===== src/rtl/div_unit_pkg.sv =====
// Shared encodings and constants for the EX-stage divider.
package div_unit_pkg;

  typedef enum logic [1:0] {
    DivFree   = 2'b00,
    DivByZero = 2'b01,
    DivOn     = 2'b10,
    DivEnd    = 2'b11
  } div_state_e;

  localparam logic DivResultReady    = 1'b1;
  localparam logic DivResultNotReady = 1'b0;
  localparam logic DivStart          = 1'b1;
  localparam logic DivStop           = 1'b0;
  localparam logic RstEnable         = 1'b0;
  localparam logic [31:0] ZeroWord   = 32'h0;

  // Correction flags captured at start: quotient sign, remainder sign.
  typedef struct packed {
    logic neg_q;
    logic neg_r;
  } div_sign_t;

endpackage


===== src/rtl/div_sub_step.sv =====
// One restoring-division iteration: shift in the next dividend bit and
// subtract the divisor if it fits.
module div_sub_step #(
  parameter int DATA_W = 32
) (
  input  logic [DATA_W-1:0] rem_i,
  input  logic              dvd_bit_i,
  input  logic [DATA_W-1:0] dvs_i,
  output logic [DATA_W-1:0] rem_o,
  output logic              q_o
);

  logic [DATA_W:0]   part;
  logic [DATA_W+1:0] diff;
  logic              unused_hi;

  // Partial remainder keeps its carry-out so divisors with the MSB set work.
  assign part  = {rem_i, dvd_bit_i};
  assign diff  = {1'b0, part} - {2'b00, dvs_i};
  assign q_o   = ~diff[DATA_W+1];
  assign rem_o = q_o ? diff[DATA_W-1:0] : part[DATA_W-1:0];

  // Top bits are always 0 on the selected path (result < divisor).
  assign unused_hi = ^{diff[DATA_W], part[DATA_W]};

endmodule


===== src/rtl/div_unit.sv =====
// Multi-cycle restoring divider for DIV/DIVU; stalls EX while busy.
// Optional DIV_ZERO_TRAP_EN adds a one-cycle divide-by-zero pulse.
module div_unit
  import div_unit_pkg::*;
#(
  parameter int DATA_W = 32,
  parameter int CNT_W  = 6
) (
  input  logic                clk,
  input  logic                rst,
  input  logic                signed_div_i,
  input  logic [DATA_W-1:0]   opdata1_i,
  input  logic [DATA_W-1:0]   opdata2_i,
  input  logic                start_i,
  input  logic                annul_i,
  output logic [2*DATA_W-1:0] result_o,
  output logic                ready_o,
  output logic                stallreq_o,
  output logic                div_zero_o
);

  div_state_e          state_q, state_d;
  logic [CNT_W-1:0]    cnt_q, cnt_d;
  logic [DATA_W-1:0]   rem_q, rem_d;
  logic [DATA_W-1:0]   dvd_q, dvd_d;
  logic [DATA_W-1:0]   dvs_q, dvs_d;
  div_sign_t           sign_q, sign_d;
  logic [2*DATA_W-1:0] result_q, result_d;
  logic                ready_q, ready_d;

  logic                sign1, sign2;
  logic [DATA_W-1:0]   op1_abs, op2_abs;
  logic [DATA_W-1:0]   step_rem;
  logic                step_q;
  logic [DATA_W-1:0]   q_next, quot_fix, rem_fix;

  assign sign1   = signed_div_i & opdata1_i[DATA_W-1];
  assign sign2   = signed_div_i & opdata2_i[DATA_W-1];
  assign op1_abs = sign1 ? -opdata1_i : opdata1_i;
  assign op2_abs = sign2 ? -opdata2_i : opdata2_i;

  // dvd_q shifts out dividend bits at the top and collects quotient bits below.
  div_sub_step #(.DATA_W(DATA_W)) u_step (
    .rem_i    (rem_q),
    .dvd_bit_i(dvd_q[DATA_W-1]),
    .dvs_i    (dvs_q),
    .rem_o    (step_rem),
    .q_o      (step_q)
  );

  assign q_next   = {dvd_q[DATA_W-2:0], step_q};
  assign quot_fix = sign_q.neg_q ? -q_next   : q_next;
  assign rem_fix  = sign_q.neg_r ? -step_rem : step_rem;

  always_comb begin
    state_d  = state_q;
    cnt_d    = cnt_q;
    rem_d    = rem_q;
    dvd_d    = dvd_q;
    dvs_d    = dvs_q;
    sign_d   = sign_q;
    result_d = result_q;
    ready_d  = ready_q;
    case (state_q)
      DivFree: begin
        if (start_i == DivStart && !annul_i) begin
          if (opdata2_i == DATA_W'(ZeroWord)) begin
            state_d = DivByZero;
          end else begin
            dvd_d        = op1_abs;
            dvs_d        = op2_abs;
            sign_d.neg_q = sign1 ^ sign2;
            sign_d.neg_r = sign1;
            rem_d        = '0;
            cnt_d        = '0;
            state_d      = DivOn;
          end
        end
      end
      DivByZero: begin
        if (annul_i) begin
          state_d = DivFree;
        end else begin
          state_d  = DivEnd;
          result_d = '0;
          ready_d  = DivResultReady;
        end
      end
      DivOn: begin
        if (annul_i) begin
          state_d = DivFree;
        end else begin
          rem_d = step_rem;
          dvd_d = q_next;
          cnt_d = cnt_q + CNT_W'(1);
          if (cnt_q == CNT_W'(DATA_W-1)) begin
            state_d  = DivEnd;
            result_d = {rem_fix, quot_fix};
            ready_d  = DivResultReady;
          end
        end
      end
      DivEnd: begin
        if (annul_i || start_i == DivStop) begin
          state_d  = DivFree;
          result_d = '0;
          ready_d  = DivResultNotReady;
        end
      end
      default: state_d = DivFree;
    endcase
  end

  always_ff @(posedge clk or negedge rst) begin
    if (!rst) begin
      state_q  <= DivFree;
      cnt_q    <= '0;
      rem_q    <= '0;
      dvd_q    <= '0;
      dvs_q    <= '0;
      sign_q   <= '0;
      result_q <= '0;
      ready_q  <= DivResultNotReady;
    end else begin
      state_q  <= state_d;
      cnt_q    <= cnt_d;
      rem_q    <= rem_d;
      dvd_q    <= dvd_d;
      dvs_q    <= dvs_d;
      sign_q   <= sign_d;
      result_q <= result_d;
      ready_q  <= ready_d;
    end
  end

  assign result_o   = result_q;
  assign ready_o    = ready_q;
  assign stallreq_o = start_i & ~ready_q & ~annul_i;

`ifdef DIV_ZERO_TRAP_EN
  assign div_zero_o = (state_q == DivByZero);
`else
  assign div_zero_o = 1'b0;
`endif

endmodule


===== config.mk =====
export PLATFORM = sky130hd
export DESIGN_NAME = div_unit
export DESIGN_NICKNAME = d
export VERILOG_FILES = /design/src/rtl/div_unit_pkg.sv /design/src/rtl/div_sub_step.sv /design/src/rtl/div_unit.sv
export SDC_FILE = /design/constraint.sdc
export NUM_CORES = 1
export LEC_CHECK = 0
export CAP_MARGIN = 10
export CORE_AREA = 8 8 194 196
export DETAILED_ROUTE_END_ITERATION = 6
export DIE_AREA = 0 0 202 204
export PLACE_DENSITY = 0.54
export SETUP_SLACK_MARGIN = 0.05
export SYNTH_ARGS = -nofsm -noshare
export SYNTH_HDL_FRONTEND = slang
export SYNTH_SLANG_ARGS = --single-unit

===== constraint.sdc =====
create_clock -name clk -period 11.3 [get_ports clk]
set_input_delay 2.825 -clock clk [delete_from_list [all_inputs] [get_ports clk]]
set_output_delay 2.825 -clock clk [all_outputs]
set_load 0.02 [all_outputs]

Yosys cells after proc, flatten, opt, wreduce, memory -nomap -nowiden
Index checks and enable logic that the tools add are counted.
{ "op_classes": {"reduce_logical": 11, "addsub": 6, "eq_ne": 11, "n_bitwise": 10, "muxes": 34} }
{ "op_table": {"columns": ["cell", "n"], "rows": [
  ["32-bit 2-to-1 mux", 11],
  ["64-bit 2-to-1 mux", 4],
  ["64-bit one-hot mux with 3 select lines", 1],
  ["32-bit negator", 4],
  ["32-bit one-hot mux with 2 select lines", 2],
  ["33-bit by 32-bit subtractor with 34-bit output", 1],
  ["32-bit zero test", 1],
  ["6-bit 2-to-1 mux", 3],
  ["2-bit 2-to-1 mux", 6],
  ["2-bit inequality test (second input constant)", 6],
  ["6-bit one-hot mux with 2 select lines", 1],
  ["2-bit one-hot mux with 4 select lines", 1],
  ["6-bit by 1-bit adder with 6-bit output (second input constant)", 1],
  ["6-bit by 5-bit equality test with 1-bit output (second input constant)", 1],
  ["3-bit AND reduction", 2],
  ["1-bit inverter", 5],
  ["5-bit AND reduction", 1],
  ["1-bit bitwise AND", 4],
  ["2-bit equality test (second input constant)", 2],
  ["1-bit 2-to-1 mux", 4],
  ["4-bit AND reduction", 1],
  ["3-bit inequality test (second input constant)", 1],
  ["1-bit one-hot mux with 3 select lines", 1],
  ["3-bit nonzero test", 1],
  ["7 further kinds", 7]
]} }
{ "word_totals": {"elab_cells": 81, "reg_bits": 171, "out_inout_bits": 67, "input_bits": 69} }

Longest topological paths before layout
{ "depth": {"depth_word": 7, "mapped_depth": 23, "mapped_depth_nobuf": 19} }

By module
A second synthesis with hierarchy kept.
{ "unflattened": {"cells_unflattened": 1472, "hier_area_um2": 12628.4} }
{ "by_module_without_submodules": {"columns": ["mod", "area_per_inst_um2", "cells_per_inst", "n_inst", "seq_area_each_um2"], "rows": [
  ["div_unit", 10254.8, 1100, 1, 4279.1],
  ["div_sub_step", 2373.5, 372, 1, 0.0]
]} }

Least setup slack after synthesis
Ideal clock, no wire load.
{ "synth_timing": {"path_kind": "input port to output port", "start": "in annul_i", "end": "out stallreq_o", "arrival_time_ns": 3.279, "stages": 2, "setup_slack_ns": 5.196, "cell_sequence": "nand2b_1 -> nor2_1"} }
{ "synth_between": {"elab_chain_cells": 2} }
{ "synth_rtl": {"columns": ["element", "line_no", "source"], "rows": [
  ["start, declared", "div_unit.sv:15", "input logic annul_i,"],
  ["1-bit inverter", "div_unit.sv:138", "assign stallreq_o = start_i & ~ready_q & ~annul_i;"],
  ["1-bit bitwise AND", "div_unit.sv:138", null],
  ["end, declared", "div_unit.sv:18", "output logic stallreq_o,"]
]} }
Every way passes these cells.

Final worst setup path
{ "layout_timing": {"start": "in opdata2_i[0]", "end": "reg dvd_q[20]"} }
{ "layout_between": {"elab_chain_cells": 3} }
{ "layout_rtl": {"columns": ["element", "line_no", "source"], "rows": [
  ["start, declared", "div_unit.sv:13", "input logic [DATA_W-1:0] opdata2_i,"],
  ["32-bit zero test", "div_unit.sv:67", "if (opdata2_i == DATA_W'(ZeroWord)) begin"],
  ["2-bit inequality test (no line)", null, null],
  ["4-bit AND reduction (no line)", null, null],
  ["end signal, assigned", "div_unit.sv:128", "dvd_q <= dvd_d;"],
  ["end, declared", "div_unit.sv:25", "logic [DATA_W-1:0] dvd_q, dvd_d;"]
]} }
Every way passes these cells.
A chain may end at the register's enable or synchronous reset.

==> metrics.txt <==
Critical Path Most Common Cell sky130_fd_sc_hd__inv_1; fraction of power spent switching nets 0.509; netlist area before placement between 0.01 and 0.015 sq mm; highest-delay cell along the critical path sky130_fd_sc_hd__buf_4; overall die width roughly 200 um; power per standard cell area just over 300 mW/mm^2; list of cells traversed by the critical path clkdlybuf4s50_1, inv_1, ha_1, or3b_2, nor3_1, nand2_1, nor4_2, nand3_1, or3_1, a31oi_1, or2_2, buf_4, nor2_1, a222oi_1, inv_1; share of the core filled with cells in the final layout 0.410; CTS tree done; Die Outline Area 0.0412 sq mm; Startpoint Class input pin; floorplan core area around 0.035 sq mm; sequential share of the synthesized area 0.358; setup skew after layout ~0.012 ns; share of the clock period used by the worst path 0.661; status finished, final reports clean; leak pwr between 6 and 7 nW; data arrival time of the critical path slightly below 8 ns; clock edge transition at the registers on the reported setup and hold paths 0.08 ns; count of endpoints failing hold in the final timing report 0; total negative slack 0 ns; Layout area overhead 19.5%; power consumption between 0.004 and 0.005 W; largest voltage drop on the vdd net approximately 0.15 mV; routed via count 11000; critical path type in -> reg; Boundary Pins 136; H-tree Lvls 4; net count reported at finish roughly 1700; Die Height just over 200 um; largest net degree at the start of global routing 101; clock sink count between 150 and 200; peak per-stage delay on the critical path around 0.73 ns; WL final between 30 and 40 mm; Filler Cell Count about 3500; RD Place Congestion between 0.9 and 1; vias in the first global route about 11000; Most used DFF post-synth sky130_fd_sc_hd__dfrtp_1; worst path required time around 12 ns; number of warnings reported in the yosys synthesis log 0; ratio of cells with drive above 1 in the final layout 0.0482; Reg power frac 0.233; ant diodes 0; Hold/Removal Path Class reg -> reg; Final min period roughly 7.5 ns; vias per inst roughly 5.4; Final setup viols 0; Inst Count DP 2007; reported net switching power approximately 0.0022 W; Critical Path Sink Type register; slew of the pin with the lowest slew margin ~1.1 ns; post-synthesis net count roughly 1600; EDFF count, synth 0; CTS Root Cell sky130_fd_sc_hd__clkbuf_16; clock buffer count from CTS 17; mean area per synthesized cell roughly 8.1 sq um; antenna violations before repair 0; Resized cells post-CTS 0; startpoint of the most critical setup path opdata2_i[0]; Slew Viols, Final 0; post-route antenna net violation count 0; number of core rows ~70; Hold Crit Start result_o[46]$_DFFE_PN0P_; maximum operating frequency ~130 MHz; #FFs+latches synth 171; DR iter-0 viols around 850; per-cell routed wire length approximately 19 um; DRC viols 0; Port Buffers around 130; post-CTS repair timing setup buffer count 0; clock latency at the later pin of the worst-skew pair around 0.45 ns; post-synthesis cell count between 1000 and 1500; Final Non-Filler Cells 2039; First-pass DRT Iterations 7; detailed-placement wirelength estimate around 28 mm; start of the worst register-to-register path rem_q[3]$_DFFE_PN0P_; proportion of power drawn by combinational gates 0.625; first-pass GRT wire length just over 60 mm; setup repair after global routing missed its margin no; grt ovf 0; Relative slew margins 0.295; cts-stage hold buffer count 0; total of max-cap violations 0; part of the power in the clock network 0.141; number of library cell types mapped by synthesis 84; GRT Total Usage 0.183; CTS Buffer Depth 2; Initial Utilization 0.343; internal power of the cells ~0.0021 W; worst-path fanout max 100; fraction of synthesis flops using an asynchronous set or reset pin 1.00
## cells by family after synthesis
group,Yosys count,share of synthesized area
XOR/XNOR,136,0.0998
other,1,0.000314
multiplexers,12,0.0102
flip-flops,171,0.358
AND/OR/NAND/NOR,512,0.198
buffers and inverters,146,0.0481
adder cells (fa/ha/maj),42,0.0446
AO/OA/AOI/OAI,454,0.241
## registers in the layout, indices dropped and copies added (netlist names)
name      cells
sign_q        2
dvd_q        32
dvs_q        32
rem_q        32
state_q       2
result_o     64
ready_o       1
cnt_q         6
## Yosys cell counts (all sizes together) (29+ instances only)
cell type	instances	area share
a21oi	95	0.040
clkbuf	55	0.017
dfrtp	171	0.36
ha	41	0.043
inv	71	0.022
nand2	254	0.080
nor2	86	0.027
nor3	29	0.012
o21ai	193	0.081
o31ai	51	0.032
xnor2	74	0.054
xor2	62	0.045
## per-layer routing
| layer | up-vias | wire (um) | global-route usage | share of wire |
|---|---|---|---|---|
| li1 | 5397 | - | - | - |
| met1 | 5324 | 18100 | 0.251 | 0.47 |
| met2 | 261 | 17600 | 0.291 | 0.46 |
| met3 | 44 | 1480 | 0.0277 | 0.039 |
| met4 | 0 | 954 | 0.0626 | 0.025 |
| met5 | - | 0 | 0 | 0 |
## worst max-delay path: cells and delay by family
kind | cells | cell delay, ns
AOI/OAI and AO/OA | 2 | 0.59
buffers and inverters | 4 | 1.35
adders and majority gates | 1 | 0.17
and+or+nand+nor | 8 | 2.78
## metrics by stage
stage          cell area [sq um]  hold WS [ns]  worst slack, ns
3_3_place_gp               13700         0.464             3.60
3_5_place_dp               13700         0.472             3.37
6_report                   14300         0.480             3.83
2_1_floorplan              11900         0.455             5.20
5_1_grt                    14300         0.514             3.31
4_1_cts                    14300         0.489             3.85
## cells in the final DEF, fill, tap and decap left out, types with 7 or more instances in the layout
| master | count |
|---|---|
| sky130_fd_sc_hd__o21ai_1 | 13 |
| sky130_fd_sc_hd__o31ai_1 | 50 |
| sky130_fd_sc_hd__nor4_1 | 10 |
| sky130_fd_sc_hd__a21o_1 | 11 |
| sky130_fd_sc_hd__and3_1 | 14 |
| sky130_fd_sc_hd__a222oi_1 | 15 |
| sky130_fd_sc_hd__ha_1 | 41 |
| sky130_fd_sc_hd__nand2_1 | 254 |
| sky130_fd_sc_hd__nand3_1 | 28 |
| sky130_fd_sc_hd__a31oi_1 | 10 |
| sky130_fd_sc_hd__clkdlybuf4s50_1 | 133 |
| sky130_fd_sc_hd__xor2_1 | 62 |
| sky130_fd_sc_hd__buf_4 | 13 |
| sky130_fd_sc_hd__o41ai_1 | 10 |
| sky130_fd_sc_hd__nand4_1 | 9 |
| sky130_fd_sc_hd__clkbuf_16 | 17 |
| sky130_fd_sc_hd__mux2i_1 | 11 |
| sky130_fd_sc_hd__nor2_1 | 85 |
| sky130_fd_sc_hd__or4_1 | 8 |
| sky130_fd_sc_hd__and2_1 | 11 |
| sky130_fd_sc_hd__xnor2_1 | 74 |
| sky130_fd_sc_hd__o21a_1 | 7 |
| sky130_fd_sc_hd__o21ai_0 | 179 |
| sky130_fd_sc_hd__or3_1 | 16 |
| sky130_fd_sc_hd__a211oi_1 | 8 |
| sky130_fd_sc_hd__a21oi_1 | 95 |
| sky130_fd_sc_hd__nor3_1 | 29 |
| sky130_fd_sc_hd__inv_1 | 71 |
| sky130_fd_sc_hd__or2_2 | 9 |
| sky130_fd_sc_hd__dfrtp_1 | 171 |
| sky130_fd_sc_hd__nand2b_1 | 12 |
## power groups by stage
stage	Sequential, W	Combinational (W)	Clock, W
floorplan	0.00102	0.00186	0
global placement	0.00101	0.00265	0
detailed placement	0.00102	0.00268	0
CTS	0.00101	0.00269	0.000625
global route	0.00104	0.00299	0.000649
finish	0.00101	0.00269	0.000608
## path summary, 6_finish.rpt
kind | end | slack (ns) | cells past startpoint
max | dvd_q[20]$_DFFE_PN0P_ | 3.83 | 15
min | result_o[46]$_DFFE_PN0P_ | 0.48 | 2
max reg2reg | result_o[60]$_DFFE_PN0P_ | 5.62 | 18
min reg2reg | result_o[46]$_DFFE_PN0P_ | 0.48 | 2
max in group asynchronous | result_o[16]$_DFFE_PN0P_ | 7.60 | 2
min in group asynchronous | dvs_q[18]$_DFFE_PN0P_ | 2.36 | 1
## final cells by class
cell class / instances / area (sq um) / share of cell area
clock buffers: 20 / 467 / 0.0327
multi-input cells: 1157 / 7110 / 0.499
well taps: 461 / 577 / 0.0404
repair buffers: 147 / 1440 / 0.101
clock inverters: 12 / 124 / 0.00868
inverters: 71 / 267 / 0.0187
flip-flops and latches: 171 / 4280 / 0.300
Power figures use the tool's default switching activity.
